**config.mk**
```make
export PLATFORM = sky130hd
export DESIGN_NAME = seg_scan_capture_flat
export DESIGN_NICKNAME = d
export VERILOG_FILES = /design/src/rtl/seg_capture_pkg.sv /design/src/rtl/seg_scan_capture_if.sv /design/src/rtl/seg_scan_capture_decode.sv /design/src/rtl/seg_scan_capture.sv /design/src/flat_wrapper.sv
export SDC_FILE = /design/constraint.sdc
export NUM_CORES = 1
export LEC_CHECK = 0
export CORE_MARGIN = 5
export CORE_UTILIZATION = 45
export CTS_CLUSTER_DIAMETER = 60
export CTS_CLUSTER_SIZE = 16
export DETAILED_ROUTE_END_ITERATION = 10
export MAX_ROUTING_LAYER = met4
export PLACE_DENSITY_LB_ADDON = 0.15
export SYNTH_ARGS = -nofsm -noshare
export SYNTH_HDL_FRONTEND = slang
export SYNTH_SLANG_ARGS = --single-unit
```
**constraint.sdc**
```tcl
create_clock -name clk -period 4.6 [get_ports clk]
set_clock_uncertainty 0.15 [all_clocks]
set_input_delay 1.38 -clock clk [delete_from_list [all_inputs] [get_ports clk]]
set_output_delay 1.38 -clock clk [all_outputs]
set_load 0.005 [all_outputs]
```
**src/rtl/seg_capture_pkg.sv**
```systemverilog
// seg_capture_pkg: segment patterns, digit codes and FSM state shared by the scan capture block
package seg_capture_pkg;
  localparam logic [6:0] SEG_0 = 7'h3F, SEG_1 = 7'h06, SEG_2 = 7'h5B, SEG_3 = 7'h4F, SEG_4 = 7'h66;
  localparam logic [6:0] SEG_5 = 7'h6D, SEG_6 = 7'h7D, SEG_7 = 7'h07, SEG_8 = 7'h7F, SEG_9 = 7'h6F;
  localparam logic [6:0] SEG_A = 7'h77, SEG_B = 7'h7C, SEG_C = 7'h39, SEG_D = 7'h5E, SEG_E = 7'h79;
  localparam logic [6:0] SEG_F = 7'h71, SEG_BLANK = 7'h00;
  localparam logic [3:0] DIG_BLANK = 4'hE, DIG_BAD = 4'hF;
  typedef enum logic [1:0] {ST_BLANK, ST_SETTLING, ST_HELD} cap_state_t;
  function automatic logic [2:0] onehot_index(input logic [7:0] v);
    onehot_index = '0;
    for (int i = 0; i < 8; i++) if (v[i]) onehot_index = 3'(i);
  endfunction
endpackage

```
**src/rtl/seg_scan_capture_if.sv**
```systemverilog
// seg_scan_capture_if: scanned display bus (an anodes, duan right-bank segments, duan1 left-bank segments); master = display driver, slave = capture
interface seg_scan_capture_if;
  logic [7:0] an;
  logic [7:0] duan;
  logic [7:0] duan1;
  modport master(output an, duan, duan1);
  modport slave(input an, duan, duan1);
endinterface

```
**src/rtl/seg_scan_capture_decode.sv**
```systemverilog
// seg7_decode: 7-segment pattern (seg, a=bit0..g=bit6) to digit code and bad flag; SEG_CAPTURE_HEX_EN adds A-F
module seg7_decode
  import seg_capture_pkg::*;
(
  input  logic [6:0] seg,
  output logic [3:0] code,
  output logic       bad
);
  always_comb begin
    code = DIG_BAD;
    bad = 1'b0;
    case (seg)
      SEG_0: code = 4'h0;
      SEG_1: code = 4'h1;
      SEG_2: code = 4'h2;
      SEG_3: code = 4'h3;
      SEG_4: code = 4'h4;
      SEG_5: code = 4'h5;
      SEG_6: code = 4'h6;
      SEG_7: code = 4'h7;
      SEG_8: code = 4'h8;
      SEG_9: code = 4'h9;
`ifdef SEG_CAPTURE_HEX_EN
      SEG_A: code = 4'hA;
      SEG_B: code = 4'hB;
      SEG_C: code = 4'hC;
      SEG_D: code = 4'hD;
      SEG_E: code = 4'hE;
      SEG_F: code = 4'hF;
`else
`endif
      SEG_BLANK: code = DIG_BLANK;
      default: bad = 1'b1;
    endcase
  end
endmodule

```
**src/rtl/seg_scan_capture.sv**
```systemverilog
// seg_scan_capture: rebuilds 8 BCD digits + dp from a scanned display bus (scan slave); outputs digits, dp, frame_valid, bad_pattern, an_error, stale; SEG_CAPTURE_HEX_EN enables hex decode
module seg_scan_capture
  import seg_capture_pkg::*;
#(
  parameter int SETTLE_CYCLES = 4,
  parameter int FRAME_TIMEOUT = 1_000_000
) (
  input  logic                clk,
  input  logic                rst,
  seg_scan_capture_if.slave   scan,
  output logic [31:0]         digits,
  output logic [7:0]          dp,
  output logic                frame_valid,
  output logic [7:0]          bad_pattern,
  output logic                an_error,
  output logic                stale
);
  localparam int CW = $clog2(SETTLE_CYCLES + 1);
  localparam int TW = $clog2(FRAME_TIMEOUT + 1);
  localparam logic [CW-1:0] SETTLE = CW'(SETTLE_CYCLES);
  localparam logic [TW-1:0] TMAX = TW'(FRAME_TIMEOUT);
  logic [23:0] sync1, sync2, prev;
  logic [CW-1:0] cnt, cur;
  logic [TW-1:0] tcnt;
  cap_state_t state, state_n;
  logic [7:0] an_s, seg_s, seen, seen_n, cap_bit, shadow_dp, shadow_bad;
  logic [31:0] shadow_dig;
  logic [2:0] k;
  logic [3:0] code;
  logic bad, chg, settled, capture, multi, publish, expire;
  assign an_s = sync2[23:16];
  assign k = onehot_index(an_s);
  assign seg_s = k[2] ? sync2[15:8] : sync2[7:0];
  assign chg = sync2 != prev;
  // cur counts identical samples including the current one, so a change counts as the first
  assign cur = chg ? CW'(1) : cnt >= SETTLE ? SETTLE : cnt + CW'(1);
  assign cap_bit = capture ? 8'b1 << k : '0;
  assign publish = seen == 8'hFF;
  assign expire = !capture && tcnt == TMAX - TW'(1);
  assign seen_n = expire ? '0 : (publish ? '0 : seen) | cap_bit;
  seg7_decode u_dec (.seg(seg_s[6:0]), .code(code), .bad(bad));
  always_ff @(posedge clk or negedge rst)
    if (!rst) state <= ST_BLANK;
    else state <= state_n;
  always_comb
    state_n = an_s == '0 ? ST_BLANK : settled ? ST_HELD : (chg || state == ST_BLANK) ? ST_SETTLING : state;
  // settled also fires on the change cycle itself so SETTLE_CYCLES = 1 keeps its latency
  always_comb begin
    settled = an_s != '0 && cur >= SETTLE && (state == ST_SETTLING || chg);
    capture = settled && $onehot(an_s);
    multi = settled && !$onehot(an_s);
  end
  always_ff @(posedge clk or negedge rst)
    if (!rst) begin
      sync1 <= '0;
      sync2 <= '0;
      prev <= '0;
      cnt <= '0;
      tcnt <= '0;
      seen <= '0;
      shadow_dig <= {8{DIG_BLANK}};
      shadow_dp <= '0;
      shadow_bad <= '0;
      digits <= {8{DIG_BLANK}};
      dp <= '0;
      bad_pattern <= '0;
      frame_valid <= 1'b0;
      an_error <= 1'b0;
      stale <= 1'b0;
    end else begin
      sync1 <= {scan.an, scan.duan1, scan.duan};
      sync2 <= sync1;
      prev <= sync2;
      cnt <= cur;
      tcnt <= capture ? '0 : tcnt == TMAX ? TMAX : tcnt + TW'(1);
      seen <= seen_n;
      if (capture) begin
        shadow_dig[4*k +: 4] <= code;
        shadow_dp[k] <= seg_s[7];
        shadow_bad[k] <= bad;
      end
      if (publish) begin
        digits <= shadow_dig;
        dp <= shadow_dp;
        bad_pattern <= shadow_bad;
      end
      frame_valid <= publish;
      an_error <= an_error | multi;
      stale <= !publish && (stale || expire);
    end
endmodule
```
**src/flat_wrapper.sv**
```systemverilog
// flat-port wrapper written by rule: the top's interface ports become plain ports
module seg_scan_capture_flat import seg_capture_pkg::*;
#(
  parameter int SETTLE_CYCLES = 4,
  parameter int FRAME_TIMEOUT = 1_000_000
)
  (clk, rst, digits, dp, frame_valid, bad_pattern, an_error, stale, scan_an, scan_duan, scan_duan1);
  seg_scan_capture_if scan_i ();
  input  logic clk;
  input  logic rst;
  output logic [31:0] digits;
  output logic [7:0] dp;
  output logic frame_valid;
  output logic [7:0] bad_pattern;
  output logic an_error;
  output logic stale;
  input wire logic [$bits(scan_i.an)-1:0] scan_an;
  input wire logic [$bits(scan_i.duan)-1:0] scan_duan;
  input wire logic [$bits(scan_i.duan1)-1:0] scan_duan1;
  assign scan_i.an = scan_an;
  assign scan_i.duan = scan_duan;
  assign scan_i.duan1 = scan_duan1;
  seg_scan_capture #(.SETTLE_CYCLES(SETTLE_CYCLES), .FRAME_TIMEOUT(FRAME_TIMEOUT)) u_core (.clk(clk), .rst(rst), .scan(scan_i), .digits(digits), .dp(dp), .frame_valid(frame_valid), .bad_pattern(bad_pattern), .an_error(an_error), .stale(stale));
endmodule
```
# --- After elaboration in Yosys (flattened, before gate mapping) ---
# Index checks and enable logic that the tools add are counted.
totals:
  out_inout_bits: 51
  latchBits: 0
  mem_bits_rw: 0
  rom_bits: 0
  inputBits: 26
  ff_bits: 204
  mem_count: 0
  word_cells: 95
classes:
  add_sub_neg: 10
  n_eq_ne: 16
  n_reduce_logical: 19
  div: 0
  n_bitwise: 2
  n_shift: 3
  mux: 25
  n_lt_le_gt_ge: 4
  mul: 0
op_table:
  columns: ["operator", "n"]
  rows:
  - ["== test 7 bit (second input constant)", 7]
  - ["case mux 4 bit (11 select lines)", 1]
  - ["== test 20 bit (second input constant)", 2]
  - ["2-to-1 mux 20 bit", 2]
  - ["negation 5 -> 34 bit", 1]
  - ["variable shift 4 x 34 -> 32 bit (first input constant)", 1]
  - ["variable part select 4 x 34 -> 32 bit", 1]
  - ["bitwise mux 32 bit", 1]
  - ["2-to-1 mux 8 bit", 4]
  - ["2-to-1 mux 3 bit", 8]
  - ["inequality test 24 bit", 1]
  - ["adder 20 x 1 -> 20 bit (second input constant)", 1]
  - ["bitwise mux 8 bit", 2]
  - ["== test 7 x 3 -> 1 bit (second input constant)", 2]
  - ["adder 4 bit", 3]
  - ["OR reduction 11 bit", 1]
  - ["adder 1 x 1 -> 2 bit", 4]
  - ["== test 8 bit (second input constant)", 1]
  - ["logical NOT 8 bit", 1]
  - ["bitwise OR 8 bit", 1]
  - ["nonzero test 8 bit", 1]
  - ["<< shifter 1 x 3 -> 8 bit (first input constant)", 1]
  - ["== test 7 x 6 -> 1 bit (second input constant)", 1]
  - ["logical AND 1 bit", 7]
  - ["15 further kinds", 24]

# --- Logic depth before layout (Yosys ltp) ---
depth:
  ltp_word: 12
  depth_mapped: 16

# --- Cells and area by module ---
# Synthesis repeated with hierarchy kept, for this count alone.
unflattened:
  cells_unflattened: 608
  hier_area_um2: 8254.2
modules_own_cells:
  columns: ["module", "area_each_um2", "cells_each", "n_inst"]
  rows:
  - ["seg_scan_capture", 8007.7, 565, 1]
  - ["seg7_decode", 246.5, 43, 1]

# --- Least setup slack after synthesis ---
# Ideal clock, no wire load.
synth_timing:
  path_kind: "register -> register"
  from: "register u_core.sync2[22]"
  to: "register u_core.shadow_dig[0]"
  stages_incl_launch_ff: 12
  path_slack_ns: 0.488
  required_ns: 4.325
  synth_period_minus_slack_ns: 4.112
  arrival_ns: 3.838
  setup_ns: 0.125
  path_cell_list: "dfrtp_1 -> ha_1 -> fa_1 -> fa_1 -> ha_1 -> inv_1 -> fa_1 -> nand4b_1 -> nand3b_1 -> or4_4 -> nor4_4 -> mux2_2"
synth_via:
  elab_chain_len: 7
  word_cells_on_any_way: 31
synth_rtl:
  columns: ["item", "line", "rtl"]
  rows:
  - ["start, declared", "seg_scan_capture.sv:22", "logic [23:0] sync1, sync2, prev;"]
  - ["start signal, assigned", "seg_scan_capture.sv:72", "sync2 <= sync1;"]
  - ["parallel branches: the longest is 7 deep, another holds adder 4 bit", null, null]
  - ["end signal, assigned", "seg_scan_capture.sv:61", "shadow_dig <= {8{DIG_BLANK}};"]
  - ["end signal, assigned by index", "seg_scan_capture.sv:78", "shadow_dig[4*k +: 4] <= code;"]
  - ["end, declared", "seg_scan_capture.sv:27", "logic [31:0] shadow_dig;"]
# Parallel ways; which one is timed is not known.
# A chain may end at the register's enable or synchronous reset.

# --- Worst setup path in the final report ---
layout_timing:
  from: "register u_core.sync2[23]"
  to: "register u_core.shadow_dig[0]"
layout_via:
  elab_chain_len: 6
  word_cells_on_any_way: 30
layout_rtl:
  columns: ["item"]
  rows:
  - ["parallel branches: the longest is 6 deep, another holds adder 4 bit"]
# Parallel ways; which one is timed is not known.

==> results.ini <==
[outcome]
status = finished clean

[sta]
rsz0062_at_grt = no
finalWorstSetupSlack_ns = 0.250
tightestPinTransition_ns = 0.993
final.setup.tns_ns = 0
drv_slew = 0
finalHoldViolations = 0
max_freq_mhz = 230
setup_viol = 0
layout_min_cycle_time_ns = 4.35
min_period_over_period = 0.946
maxSlewHeadroom = 0.333
worst_hold_slack_ns = 0.186

[setup_path]
critPathTopFamily = adder cells
cp.required_ns = 4.81
critPathSlowestCell = or4_4
startpoint_type = register
critPathBufInv = 1
crit_type = reg2reg
r2r_setup_slack_ns = 0.25
crit_top_cell = fa_1
cp_data_arrival_time_ns = 4.56
max_stage_delay_ns = 0.57
crit_fanout = 11
path_cells = ha_1 > fa_1 > fa_1 > ha_1 > inv_1 > fa_1 > nand4b_1 > nand3b_1 > or4_4 > nor4_4 > mux2_2
critPathCaptureType = register

[cts]
clk_pin_slew_ns = 0.07
cts_made_buffers = 18
h-tree-depth = 1
cts_tree = yes
clockBufferDepth = 3
cts.sinks = 204
clk-insertion-delay-late_ns = 0.49
ctsRootBufferMaster = clkbuf_16
cts_hold_buf = 0

[synthesis]
synth_top_family_by_area = simple AND/OR/NAND/NOR gates
synth_edf_count = 0
synth_area_leaders = dfrtp_1, dfstp_2, mux2_2, xor2_1, ha_1
synthAdderAreaFrac = 0.0422
synth_compound_gate_area_share = 0.0535
synth_ff_type = dfrtp_1
synth_warnings = 0
yosysUniqueCellTypes = 57
syn-num-nets = 666
synth_xor_area_frac = 0.0447
netlist_instances = 614
async_flop_share = 1.00
synthesis.area_um2 = 8420
yosys.area.top_type = dfrtp_1
seq_area_frac_synth = 0.613
synth_simple_gate_area_frac = 0.114
avgSynthCellArea_um2 = 13.7
ys_seq_elements = 204
synth.area.mux_share = 0.108
synth_top_cell_area_share = 0.464

[place]
hpwl_um = 11200
gp_congestion = 0.852
portBuffers = 76
pre_cts_slack_ns = 0.115
placed_area_um2 = 9460

[cells_and_area]
final_design_area_no_fill_um2 = 10000
final_util = 0.538
fin_nets = 749
layout-drive-gt1-share = 0.260
area_delta_synth_final_pct = 18.8
diodes = 0

[min_path]
hold_path_class = reg2reg

[global_route]
grt_max_degree = 88
grt_pass1_vias = 5195
antenna_found_initial = 0
grt_usage = 0.156
grt_pass1_wl_um = 27100
grt_overflow = 0

[die]
ios = 77
die_y_um = 147
core_area_um2 = 18600
die_area_um2 = 21600
start_util = 0.453
num_rows = 50
die_width_um = 147

[power_and_ir_drop]
ir_drop_mv = 0.277
powerDensity_nw_per_um2 = 344
total_leakage_power_nw = 4.42

[drt]
wirelength_um = 16100
drt_iter0_markers = 372
ant_nets = 0
drt-wirelength-per-cell_um = 17.1
vias = 5037
drc = 0
vias_per_cell = 5.35
dr.pass1.iters = 5

[job]
maxCapViolCount = 0

kinds of logic after synthesis:
family,count (synthesis)
compound gates,53
xor+xnor,43
fa+ha+maj,26
buf+inv,48
flops,204
mux,81
simple gates,159
worst register-to-register path, stage by stage (launching register included):
cell	delay (ns)
dfrtp_1	0.46
ha_1	0.24
fa_1	0.51
fa_1	0.56
ha_1	0.15
inv_1	0.05
fa_1	0.49
nand4b_1	0.12
nand3b_1	0.23
or4_4	0.57
nor4_4	0.31
mux2_2	0.39
per-stage QoR:
stage / std cells / power [mW]
after detailed placement: 911 / 2.06
after global routing: 941 / 3.60
after global placement: 911 / 2.05
final: 941 / 3.44
after floorplan: 614 / 1.97
after CTS: 941 / 3.50
cell type report:
class / count / area, um2
fill: 1548 / 8580
sequential: 204 / 5170
multi-input combinational: 362 / 3060
timing repair buffer: 84 / 837
clock buffer: 24 / 494
tap: 234 / 293
inverter: 27 / 101
clock inverter: 6 / 50.0
report_power, final:
group	leakage, nW	internal, mW	switching [mW]
logic	1.68	0.0653	0.0976
registers	2.48	1.83	0.0306
clock network	0.263	0.768	0.651
total	4.42	2.66	0.779
synth_stat cells, drive strengths merged (13+ instances only):
master    n
nand3    20
nand4    14
nand2    22
dfstp    48
dfrtp   156
xor2     38
nor4     17
a22o     21
nor2     34
clkbuf   13
ha       22
nor3     16
inv      27
mux2     81
placed cells by master (no fill, tap or decap), drive strengths merged, types with 2 or more instances in the layout:
| cell | netlist | routed |
|---|---|---|
| inv | 27 | 29 |
| nand4b | 2 | 2 |
| clkdlybuf4s50 | 0 | 75 |
| dfrtp | 156 | 156 |
| nor3b | 2 | 2 |
| clkbuf | 13 | 25 |
| nand2 | 22 | 22 |
| xor2 | 38 | 38 |
| nand4 | 14 | 14 |
| mux2 | 81 | 81 |
| a41o | 2 | 2 |
| nand3 | 20 | 20 |
| fa | 4 | 4 |
| dfstp | 48 | 48 |
| a22o | 21 | 21 |
| nor3 | 16 | 16 |
| nor4b | 4 | 4 |
| nand3b | 2 | 2 |
| and2 | 3 | 3 |
| a32o | 4 | 4 |
| o21ai | 7 | 7 |
| or3 | 4 | 4 |
| buf | 8 | 8 |
| nor2b | 5 | 5 |
| ha | 22 | 22 |
| a41oi | 2 | 2 |
| a21oi | 4 | 4 |
| nand2b | 2 | 2 |
| a31oi | 3 | 3 |
| nor4 | 17 | 17 |
| and3 | 6 | 6 |
| nor2 | 34 | 34 |
| and4 | 2 | 2 |
| xnor2 | 5 | 5 |
| clkinv | 0 | 3 |
| o311ai | 2 | 2 |
metal layers:
| layer | up-vias | part of all wire | GRT usage |
|---|---|---|---|
| met1 | 2547 | 0.44 | 0.203 |
| li1 | 2335 | - | - |
| met3 | 28 | 0.042 | 0.0219 |
| met2 | 127 | 0.50 | 0.259 |
| met5 | - | 0 | - |
| met4 | 0 | 0.021 | 0.0395 |
path summary, 6_finish.rpt:
path / startpoint / to / cells past startpoint
worst max-delay path: u_core.sync2[23]$_DFF_PN0_ / u_core.shadow_dig[0]$_DFFE_PN0P_ / 11
worst min-delay path: u_core.sync1[7]$_DFF_PN0_ / u_core.sync2[7]$_DFF_PN0_ / 0
worst max register to register: u_core.sync2[23]$_DFF_PN0_ / u_core.shadow_dig[0]$_DFFE_PN0P_ / 11
worst min register to register: u_core.sync1[7]$_DFF_PN0_ / u_core.sync2[7]$_DFF_PN0_ / 0
max in group asynchronous: rst / u_core.digits[25]$_DFFE_PN1P_ / 2
min in group asynchronous: rst / u_core.tcnt[14]$_DFF_PN0_ / 1
flip-flops by register name, indices dropped and copies added, names as in the netlist, 2 cells and up:
| register | count |
|---|---|
| u_core.digits | 32 |
| u_core.shadow_dig | 32 |
| u_core.prev | 24 |
| u_core.sync1 | 24 |
| u_core.sync2 | 24 |
| u_core.tcnt | 20 |
| u_core.bad_pattern | 8 |
| u_core.dp | 8 |
| u_core.seen | 8 |
| u_core.shadow_bad | 8 |
| u_core.shadow_dp | 8 |
| u_core.cnt | 3 |
| u_core.state | 2 |
what timing repair did:
action                                  in CTS  in global routing
gates resized for setup                      0                  1
setup buffers                                0                  0
endpoints found under the setup margin       0                  4
No activity file was read; power rests on OpenSTA's default activity.
